### src/rtl/riscv_pkg.sv
// Shared IF-stage definitions: fetch FSM states, instruction width and NOP encoding.
package riscv_pkg;

  localparam int unsigned INSTR_WIDTH = 32;
  localparam logic [INSTR_WIDTH-1:0] NOP_INSTR = 32'h0000_0013;

  typedef enum logic [1:0] {
    ISSUE,
    WAIT,
    KILL
  } fetch_state_e;

endpackage

### src/rtl/fetch_skid_buf.sv
// One-entry holding register for a fetched instruction and its PC while ID is stalled.
module fetch_skid_buf
  import riscv_pkg::*;
#(
  parameter int unsigned ADDR_WIDTH = 32
) (
  input  logic                   clk,
  input  logic                   rst_n,
  input  logic                   load,
  input  logic                   rel,
  input  logic                   clear,
  input  logic [INSTR_WIDTH-1:0] in_instr,
  input  logic [ADDR_WIDTH-1:0]  in_pc,
  output logic                   full,
  output logic [INSTR_WIDTH-1:0] instr,
  output logic [ADDR_WIDTH-1:0]  pc
);

  logic                   full_q;
  logic [INSTR_WIDTH-1:0] instr_q;
  logic [ADDR_WIDTH-1:0]  pc_q;

  // Clear (redirect) wins over a same-cycle load or release.
  always_ff @(posedge clk or negedge rst_n) begin
    if (!rst_n) begin
      full_q  <= 1'b0;
      instr_q <= NOP_INSTR;
      pc_q    <= '0;
    end else if (clear) begin
      full_q  <= 1'b0;
      instr_q <= NOP_INSTR;
    end else if (load) begin
      full_q  <= 1'b1;
      instr_q <= in_instr;
      pc_q    <= in_pc;
    end else if (rel) begin
      full_q  <= 1'b0;
    end
  end

  assign full  = full_q;
  assign instr = instr_q;
  assign pc    = pc_q;

endmodule

### src/rtl/fetch_redirect_ctrl.sv
// IF-stage fetch sequencer: owns the PC, issues single-outstanding fetches, applies
// EX/trap redirects, drives pipeline flushes and squashes stale responses.
module fetch_redirect_ctrl
  import riscv_pkg::*;
#(
  parameter int unsigned          ADDR_WIDTH = 32,
  parameter logic [ADDR_WIDTH-1:0] RESET_PC  = '0,
  parameter int unsigned          CNT_WIDTH  = 32
) (
  input  logic                   clk,
  input  logic                   rst_n,
  input  logic                   ex_redirect,
  input  logic [ADDR_WIDTH-1:0]  ex_target,
  input  logic                   trap_redirect,
  input  logic [ADDR_WIDTH-1:0]  trap_target,
  input  logic                   hazard_stall,
  output logic                   fetch_req_valid,
  output logic [ADDR_WIDTH-1:0]  fetch_req_addr,
  input  logic                   fetch_req_ready,
  input  logic                   fetch_rsp_valid,
  input  logic [INSTR_WIDTH-1:0] fetch_rsp_instr,
  output logic                   out_valid,
  output logic [INSTR_WIDTH-1:0] out_instr,
  output logic [ADDR_WIDTH-1:0]  out_pc,
  output logic                   flush_ifid,
  output logic                   flush_idex,
  output logic [CNT_WIDTH-1:0]   redirect_count
);

  fetch_state_e           state_q, state_d;
  logic [ADDR_WIDTH-1:0]  pc_q, pc_d;
  logic [ADDR_WIDTH-1:0]  tag_q;
  logic [CNT_WIDTH-1:0]   cnt_q;
  logic                   redirect;
  logic [ADDR_WIDTH-1:0]  tgt;
  logic                   handshake;
  logic                   rsp_keep;
  logic                   skid_full, skid_load, skid_rel;
  logic [INSTR_WIDTH-1:0] skid_instr;
  logic [ADDR_WIDTH-1:0]  skid_pc;

  assign redirect  = trap_redirect | ex_redirect;
  assign tgt       = trap_redirect ? trap_target : ex_target;
  assign rsp_keep  = (state_q == WAIT) && fetch_rsp_valid && !redirect;
  assign skid_load = rsp_keep && hazard_stall;
  assign skid_rel  = skid_full && !hazard_stall && !redirect;
  assign handshake = fetch_req_valid && fetch_req_ready;

  fetch_skid_buf #(
    .ADDR_WIDTH(ADDR_WIDTH)
  ) u_skid (
    .clk     (clk),
    .rst_n   (rst_n),
    .load    (skid_load),
    .rel     (skid_rel),
    .clear   (redirect),
    .in_instr(fetch_rsp_instr),
    .in_pc   (tag_q),
    .full    (skid_full),
    .instr   (skid_instr),
    .pc      (skid_pc)
  );

  // Request and flush are qualified by rst_n so every output idles while reset is held.
  always_comb begin
    fetch_req_valid = 1'b0;
    if (rst_n && !redirect && !skid_full) begin
      fetch_req_valid = (state_q == ISSUE) ||
                        ((state_q == WAIT) && fetch_rsp_valid && !hazard_stall);
    end
  end

  assign fetch_req_addr = pc_q;
  assign flush_ifid     = rst_n && redirect;
  assign flush_idex     = rst_n && redirect;
  assign redirect_count = cnt_q;

  always_comb begin
    out_valid = 1'b0;
    out_instr = '0;
    out_pc    = '0;
    if (!redirect) begin
      if (skid_full) begin
        out_valid = 1'b1;
        out_instr = skid_instr;
        out_pc    = skid_pc;
      end else if (rsp_keep && !hazard_stall) begin
        out_valid = 1'b1;
        out_instr = fetch_rsp_instr;
        out_pc    = tag_q;
      end
    end
  end

  always_comb begin
    state_d = state_q;
    pc_d    = pc_q;
    if (redirect) begin
      pc_d = tgt;
    end else if (handshake) begin
      pc_d = pc_q + ADDR_WIDTH'(4);
    end
    unique case (state_q)
      ISSUE: begin
        if (handshake) state_d = WAIT;
      end
      WAIT: begin
        if (redirect) begin
          state_d = fetch_rsp_valid ? ISSUE : KILL;
        end else if (fetch_rsp_valid) begin
          state_d = handshake ? WAIT : ISSUE;
        end
      end
      KILL: begin
        if (fetch_rsp_valid) state_d = ISSUE;
      end
      default: state_d = ISSUE;
    endcase
  end

  always_ff @(posedge clk or negedge rst_n) begin
    if (!rst_n) begin
      state_q <= ISSUE;
      pc_q    <= RESET_PC;
      tag_q   <= '0;
      cnt_q   <= '0;
    end else begin
      state_q <= state_d;
      pc_q    <= pc_d;
      if (handshake) tag_q <= pc_q;
      if (redirect)  cnt_q <= cnt_q + CNT_WIDTH'(1);
    end
  end

endmodule

### config.mk
export PLATFORM = sky130hd
export DESIGN_NAME = fetch_redirect_ctrl
export DESIGN_NICKNAME = d
export VERILOG_FILES = /design/src/rtl/riscv_pkg.sv /design/src/rtl/fetch_skid_buf.sv /design/src/rtl/fetch_redirect_ctrl.sv
export SDC_FILE = /design/constraint.sdc
export NUM_CORES = 1
export LEC_CHECK = 0
export ABC_AREA = 1
export CAP_MARGIN = 20
export CORE_MARGIN = 2
export CORE_UTILIZATION = 55
export CTS_BUF_LIST = sky130_fd_sc_hd__clkbuf_2 sky130_fd_sc_hd__clkbuf_4 sky130_fd_sc_hd__clkbuf_8
export CTS_CLUSTER_DIAMETER = 100
export CTS_CLUSTER_SIZE = 40
export DETAILED_ROUTE_END_ITERATION = 16
export PLACE_DENSITY_LB_ADDON = 0.2
export SYNTH_ARGS = -nofsm -noshare
export SYNTH_HDL_FRONTEND = slang
export SYNTH_SLANG_ARGS = --single-unit
### constraint.sdc
create_clock -name clk -period 2.93 [get_ports clk]
set_input_delay 0.586 -clock clk [delete_from_list [all_inputs] [get_ports clk]]
set_output_delay 0.586 -clock clk [all_outputs]
set_load 0.02 [all_outputs]
## After elaboration in Yosys (flattened, before gate mapping)

Cells that the tools add are included.

| operators by class | value |
|---|---|
| divide/modulo/power cells | 0 |
| multiply operators | 0 |
| mux-type cells | 25 |
| add/sub/neg operators | 2 |
| bitwise logic cells | 2 |
| $lt $le $gt $ge | 0 |
| shift operators | 0 |
| equal/unequal tests | 5 |
| reductions and logical operators | 21 |

Operators by type and width:

| kind | number |
|---|---|
| $mux 32 | 11 |
| $add 32x1->32 const B | 1 |
| $add 32x3->32 const B | 1 |
| $logic_and 1x1->1 | 11 |
| $mux 2 | 5 |
| $mux 1 | 8 |
| $pmux 2 s3 | 1 |
| $ne 2x2->1 const B | 2 |
| $reduce_bool 2->1 | 2 |
| $logic_not 1->1 | 3 |
| $ne 3x3->1 const B | 1 |
| $reduce_and 3->1 | 1 |
| $reduce_bool 3->1 | 1 |
| $eq 2x1->1 const B | 1 |
| $eq 2x2->1 const B | 1 |
| $logic_not 2->1 | 1 |
| $reduce_and 2->1 | 1 |
| $logic_or 1x1->1 | 1 |
| $not 1->1 | 1 |
| $or 1x1->1 | 1 |

| storage, ports and cells | value |
|---|---|
| bits in registers | 163 |
| word-level logic and storage cells | 62 |
| memories kept | 0 |
| latch bits | 0 |
| memory bits (read-only) | 0 |
| output and inout bits | 132 |
| bits in writable memories | 0 |
| input port bits | 103 |

## Depth between registers and ports, before layout

| logic depth | value |
|---|---|
| depth after elaboration | 10 |
| gate-level depth with buffers | 10 |

## By module

Synthesis repeated with hierarchy kept, for this count alone.

| second synthesis, totals | value |
|---|---|
| cells, all modules | 1,307 |
| area total of the unflattened synthesis | 9,237.6 um^2 |

Modules (own cells, without submodules):

| module | instances | cells an instance | area each (um^2) |
|---|---|---|---|
| fetch_redirect_ctrl | 1 | 1,025 | 6,692.7 |
| fetch_skid_buf | 1 | 282 | 2,544.9 |

## Worst setup path before layout

OpenSTA, ideal clock, no wires.

| timing path | value |
|---|---|
| kind | input to output |
| start | in trap_redirect |
| end | out out_instr[10] |
| arrival time | 2.131 ns |
| stages on the path | 7 |
| path buffers | 2 |
| slack | 0.213 ns |
| cells stage by stage | buf_6 inv_6 nand2_4 a21oi_1 inv_2 buf_2 a211oi_1 |

| between the ends | value |
|---|---|
| word-level cells in the longest chain between the ends | 7 |

Ends and longest elaborated chain:

| what | RTL line | RTL |
|---|---|---|
| start, declared | fetch_redirect_ctrl.sv:14 | `input logic trap_redirect,` |
| $or 1x1->1 * | fetch_redirect_ctrl.sv:42 | `assign redirect = trap_redirect \| ex_redirect;` |
| $logic_not 1->1 | n/a |  |
| $logic_and 1x1->1 | fetch_redirect_ctrl.sv:44 | `assign rsp_keep = (state_q == WAIT) && fetch_rsp_valid && !redirect;` |
| $logic_and 1x1->1 | fetch_redirect_ctrl.sv:87 | `end else if (rsp_keep && !hazard_stall) begin` |
| $mux 32 | fetch_redirect_ctrl.sv:87 |  |
| $mux 32 | fetch_redirect_ctrl.sv:83 | `if (skid_full) begin` |
| $mux 32 * | fetch_redirect_ctrl.sv:82 | `if (!redirect) begin` |
| end, declared | fetch_redirect_ctrl.sv:23 | `output logic [INSTR_WIDTH-1:0] out_instr,` |

Every way passes the cells marked *; elsewhere a longest branch is shown, timed or not.

## Worst setup path after layout

| timing path | value |
|---|---|
| start | in trap_redirect |
| end | out out_pc[27] |

| between the ends | value |
|---|---|
| word-level cells in the longest chain between the ends | 7 |

Ends and longest elaborated chain:

| what | RTL line | RTL |
|---|---|---|
| $or 1x1->1 * | fetch_redirect_ctrl.sv:42 |  |
| $logic_not 1->1 | n/a |  |
| $logic_and 1x1->1 | fetch_redirect_ctrl.sv:44 |  |
| $logic_and 1x1->1 | fetch_redirect_ctrl.sv:87 |  |
| $mux 32 | fetch_redirect_ctrl.sv:87 |  |
| $mux 32 | fetch_redirect_ctrl.sv:83 |  |
| $mux 32 * | fetch_redirect_ctrl.sv:82 |  |
| end, declared | fetch_redirect_ctrl.sv:24 | `output logic [ADDR_WIDTH-1:0] out_pc,` |

Marked as above.

==> flow_summary.yaml <==
critical_path:
  r2r_slack_ns: 0.71
  r2r-start: "fetch_req_addr[3]"
  critPathTopFamily: "buffers and inverters"
  critPathSlowestCell: "clkdlybuf4s50_1"
  worstRegToRegCells: 9
  crit_chain: "clkdlybuf4s50_1, inv_6, nand2_4, a21oi_1, inv_2, buf_12, a211oi_1, dlygate4sd2_1"
  critPathKind: "primary input to output pin"
  worst-path-buf-inv: 5
  cpPeakStageDelay_ns: 0.50
  cp_data_required_time_ns: 2.34
  crit_arrival_ns: 2.22
  worst_setup_path_start_kind: "primary input"
  end_kind: "output pin"
  crit_path_max_fanout: 33
  r2r_end: "fetch_req_addr[16]"
logic_synthesis:
  syn_inst: 1213
  seq_area_frac_synth_pct: 45.6
  synth_ff_type: "dfrtp_1"
  synth.most_common_cell: "nand2_1"
  synth.area.top_cells: "dfrtp_1, nand2_1, nor2_1, a211oi_1, inv_1"
  synth_area_um2: 8950
  synth_common_cells: "nand2_1, nor2_1, dfrtp_1, inv_1, o21ai_0"
  syn_nets: 1318
  synth_top_cell_area_share_pct: 44.7
  synth_area_per_cell_um2: 7.38
  synth-seq-cells: 163
  yosysTopAreaCell: "dfrtp_1"
  yosys_warnings: 0
  synth_edf_count: 0
  ys_async_sr_fraction_pct: 100
  synth.distinct_cells: 38
run_status:
  run_status: "finished clean"
route:
  drt_first_iter_violations: 754
  dr.pass1.iters: 5
  ant_nets: 0
  viasPerCell: 5.30
  vias: 8796
  drt-total-wl_mm: 25.5
  routedWlPerCell_um: 15.4
  drc: 0
floorplan:
  die_y_um: 132
  die_x_um: 132
  initial_core_util_pct: 56.4
  row_count: 46
  num_io_pins: 235
  die-area_um2: 17300
  core_area_um2: 15900
power:
  total_power_mw: 6.04
  power_leakage_nw: 5.39
  peakVddDrop_v: 0.000574
  powerDensity_nw_per_um2: 515
run:
  cap_viol_max_count: 0
finish:
  post-route-util_pct: 73.7
  regArea_um2: 4090
  multi_input_comb_area_um2: 4050
  fill_cells: 1286
  num_antenna_cells: 0
  area_growth_pct: 30.8
  drive_gt1_share_pct: 9.07
  final_nets: 1536
placed_design:
  portBuffers: 234
  routabilityCongestion: 0.977
  dp_slack_ns: -0.263
  dp_hpwl_mm: 18.6
min_path:
  hp-class: "primary input to asynchronous set/reset pin"
cts:
  cts_hold_buffers: 0
  clk_pin_slew_worst_paths_ns: 0.10
  numCtsBuffers: 17
  cts_sinks: 163
  cts_buffer_depth: 2
  cts-root-buf: "clkbuf_8"
  cts_tree: "built"
  cts_max_level: 4
  clock_latency_ns: 0.47
timing:
  slew_headroom_pct: 37.1
  worst_pin_slew_ns: 0.944
  max_freq_ghz: 0.356
  hold_ws_ns: 0.175
  finClkSkew_ns: 0.0136
  finalSetupViolCount: 0
  worst_slack_ns: 0.121
  min_period_ns: 2.81
  post-route-period-util_pct: 95.9
  rsz0062_at_grt: "no"
  drv_slew: 0
  hold_viol: 0
global_route:
  grt-ovfl-total: 0
  antenna_found_initial: 0
  gr-usage-all-layers_pct: 30.2
  grt_first_pass_wirelength_mm: 42.3
  grt_max_degree: 164
  first_global_vias: 8426
[repair_timing]
item | in CTS | in global routing
resized for setup | 64 | 167
setup endpoints to repair | 64 | 62
pin swaps | 0 | 0
buffers inserted | 0 | 0
[routing by layer]
layer / vias up / track usage, % / part of all wire (%)
met2: 387 / 47.6 / 45
met5: - / 0 / 0
met1: 4007 / 41.9 / 44
met3: 49 / 6.87 / 8.5
met4: 0 / 9.30 / 2.6
li1: 4353 / - / -
[cells in the final DEF (no fill, tap or decap), types with 2 or more instances in the layout]
cell,netlist,routed
bufinv_16,0,4
inv_1,128,128
nand3b_1,2,2
ha_1,2,2
nor3_1,16,16
buf_12,0,6
clkbuf_8,0,17
clkinvlp_4,0,3
a21oi_1,36,36
clkdlybuf4s15_1,0,6
clkdlybuf4s50_1,0,168
clkbuf_2,0,50
nand4_1,10,10
nand3_1,48,48
o22ai_1,2,2
buf_4,9,19
dfrtp_1,160,159
dfstp_2,3,3
o21ai_1,29,29
dlygate4sd2_1,0,3
inv_6,1,4
nand2_2,3,3
xnor2_1,14,14
nand2_1,316,316
dlygate4sd1_1,0,5
nor4_1,2,2
nor2_4,3,3
nor2_2,4,4
xor2_1,14,14
nand3_2,2,2
nor3b_1,2,2
inv_2,3,3
o21ai_0,91,91
a211oi_1,64,64
inv_8,0,4
nor2_1,187,187
o31ai_1,3,3
[worst reg2reg max path: cells and delay by family, from the launching register on]
kind / cells / cell delay, ns
adder cells (fa/ha/maj): 1 / 0.26
flip-flops: 1 / 0.45
AND/OR/NAND/NOR: 8 / 1.45
[stage by stage]
stage | instance area, um2 | cells | TNS (ns)
CTS | 11900 | 1660 | 0
global placement | 11500 | 1628 | -9.96
global route | 11700 | 1660 | 0
floorplan | 8950 | 1213 | 0
finish | 11700 | 1660 | 0
detailed placement | 11500 | 1628 | -12.17
[final cells by class]
cell class	count	share of cell area (%)
sequential	163	34.9
multi-input combinational	858	34.6
timing repair buffer	259	20.1
inverter	132	4.27
tap	216	2.31
clock buffer	17	2.00
clock inverter	15	1.87
[registers in the layout, summed over array words and instances (netlist names)]
name            flops
u_skid.instr       32
u_skid.pc          32
redirect_count     32
tag_q              32
fetch_req_addr     32
state_q             2
u_skid.full         1
[power breakdown]
group	switching, mW	internal (mW)	total, mW
registers	0.311	2.54	2.85
logic	0.740	0.573	1.31
clock network	0.917	0.957	1.87
total	1.97	4.07	6.04
[worst max-delay path by stage]
stage | cells past startpoint | startpoint | to
floorplan | 7 | trap_redirect | out_instr[10]
global placement | 8 | trap_redirect | out_pc[24]
detailed placement | 8 | trap_redirect | out_pc[15]
CTS | 8 | trap_redirect | out_pc[15]
global route | 8 | trap_redirect | out_pc[27]
finish | 8 | trap_redirect | out_pc[27]
[kinds of logic (layout without fill, tap and decap cells)]
group                      Yosys count  count (layout)  synth area share, %
and+or+nand+nor                    598             598                 27.3
AOI/OAI and AO/OA                  230             230                 14.9
buffers and inverters              192             423                 9.14
DFF                                163             163                 45.6
xor gates and xnor gates            28              28                 2.74
adders and majority gates            2               2                0.279
(Power assumes the default switching activity.)
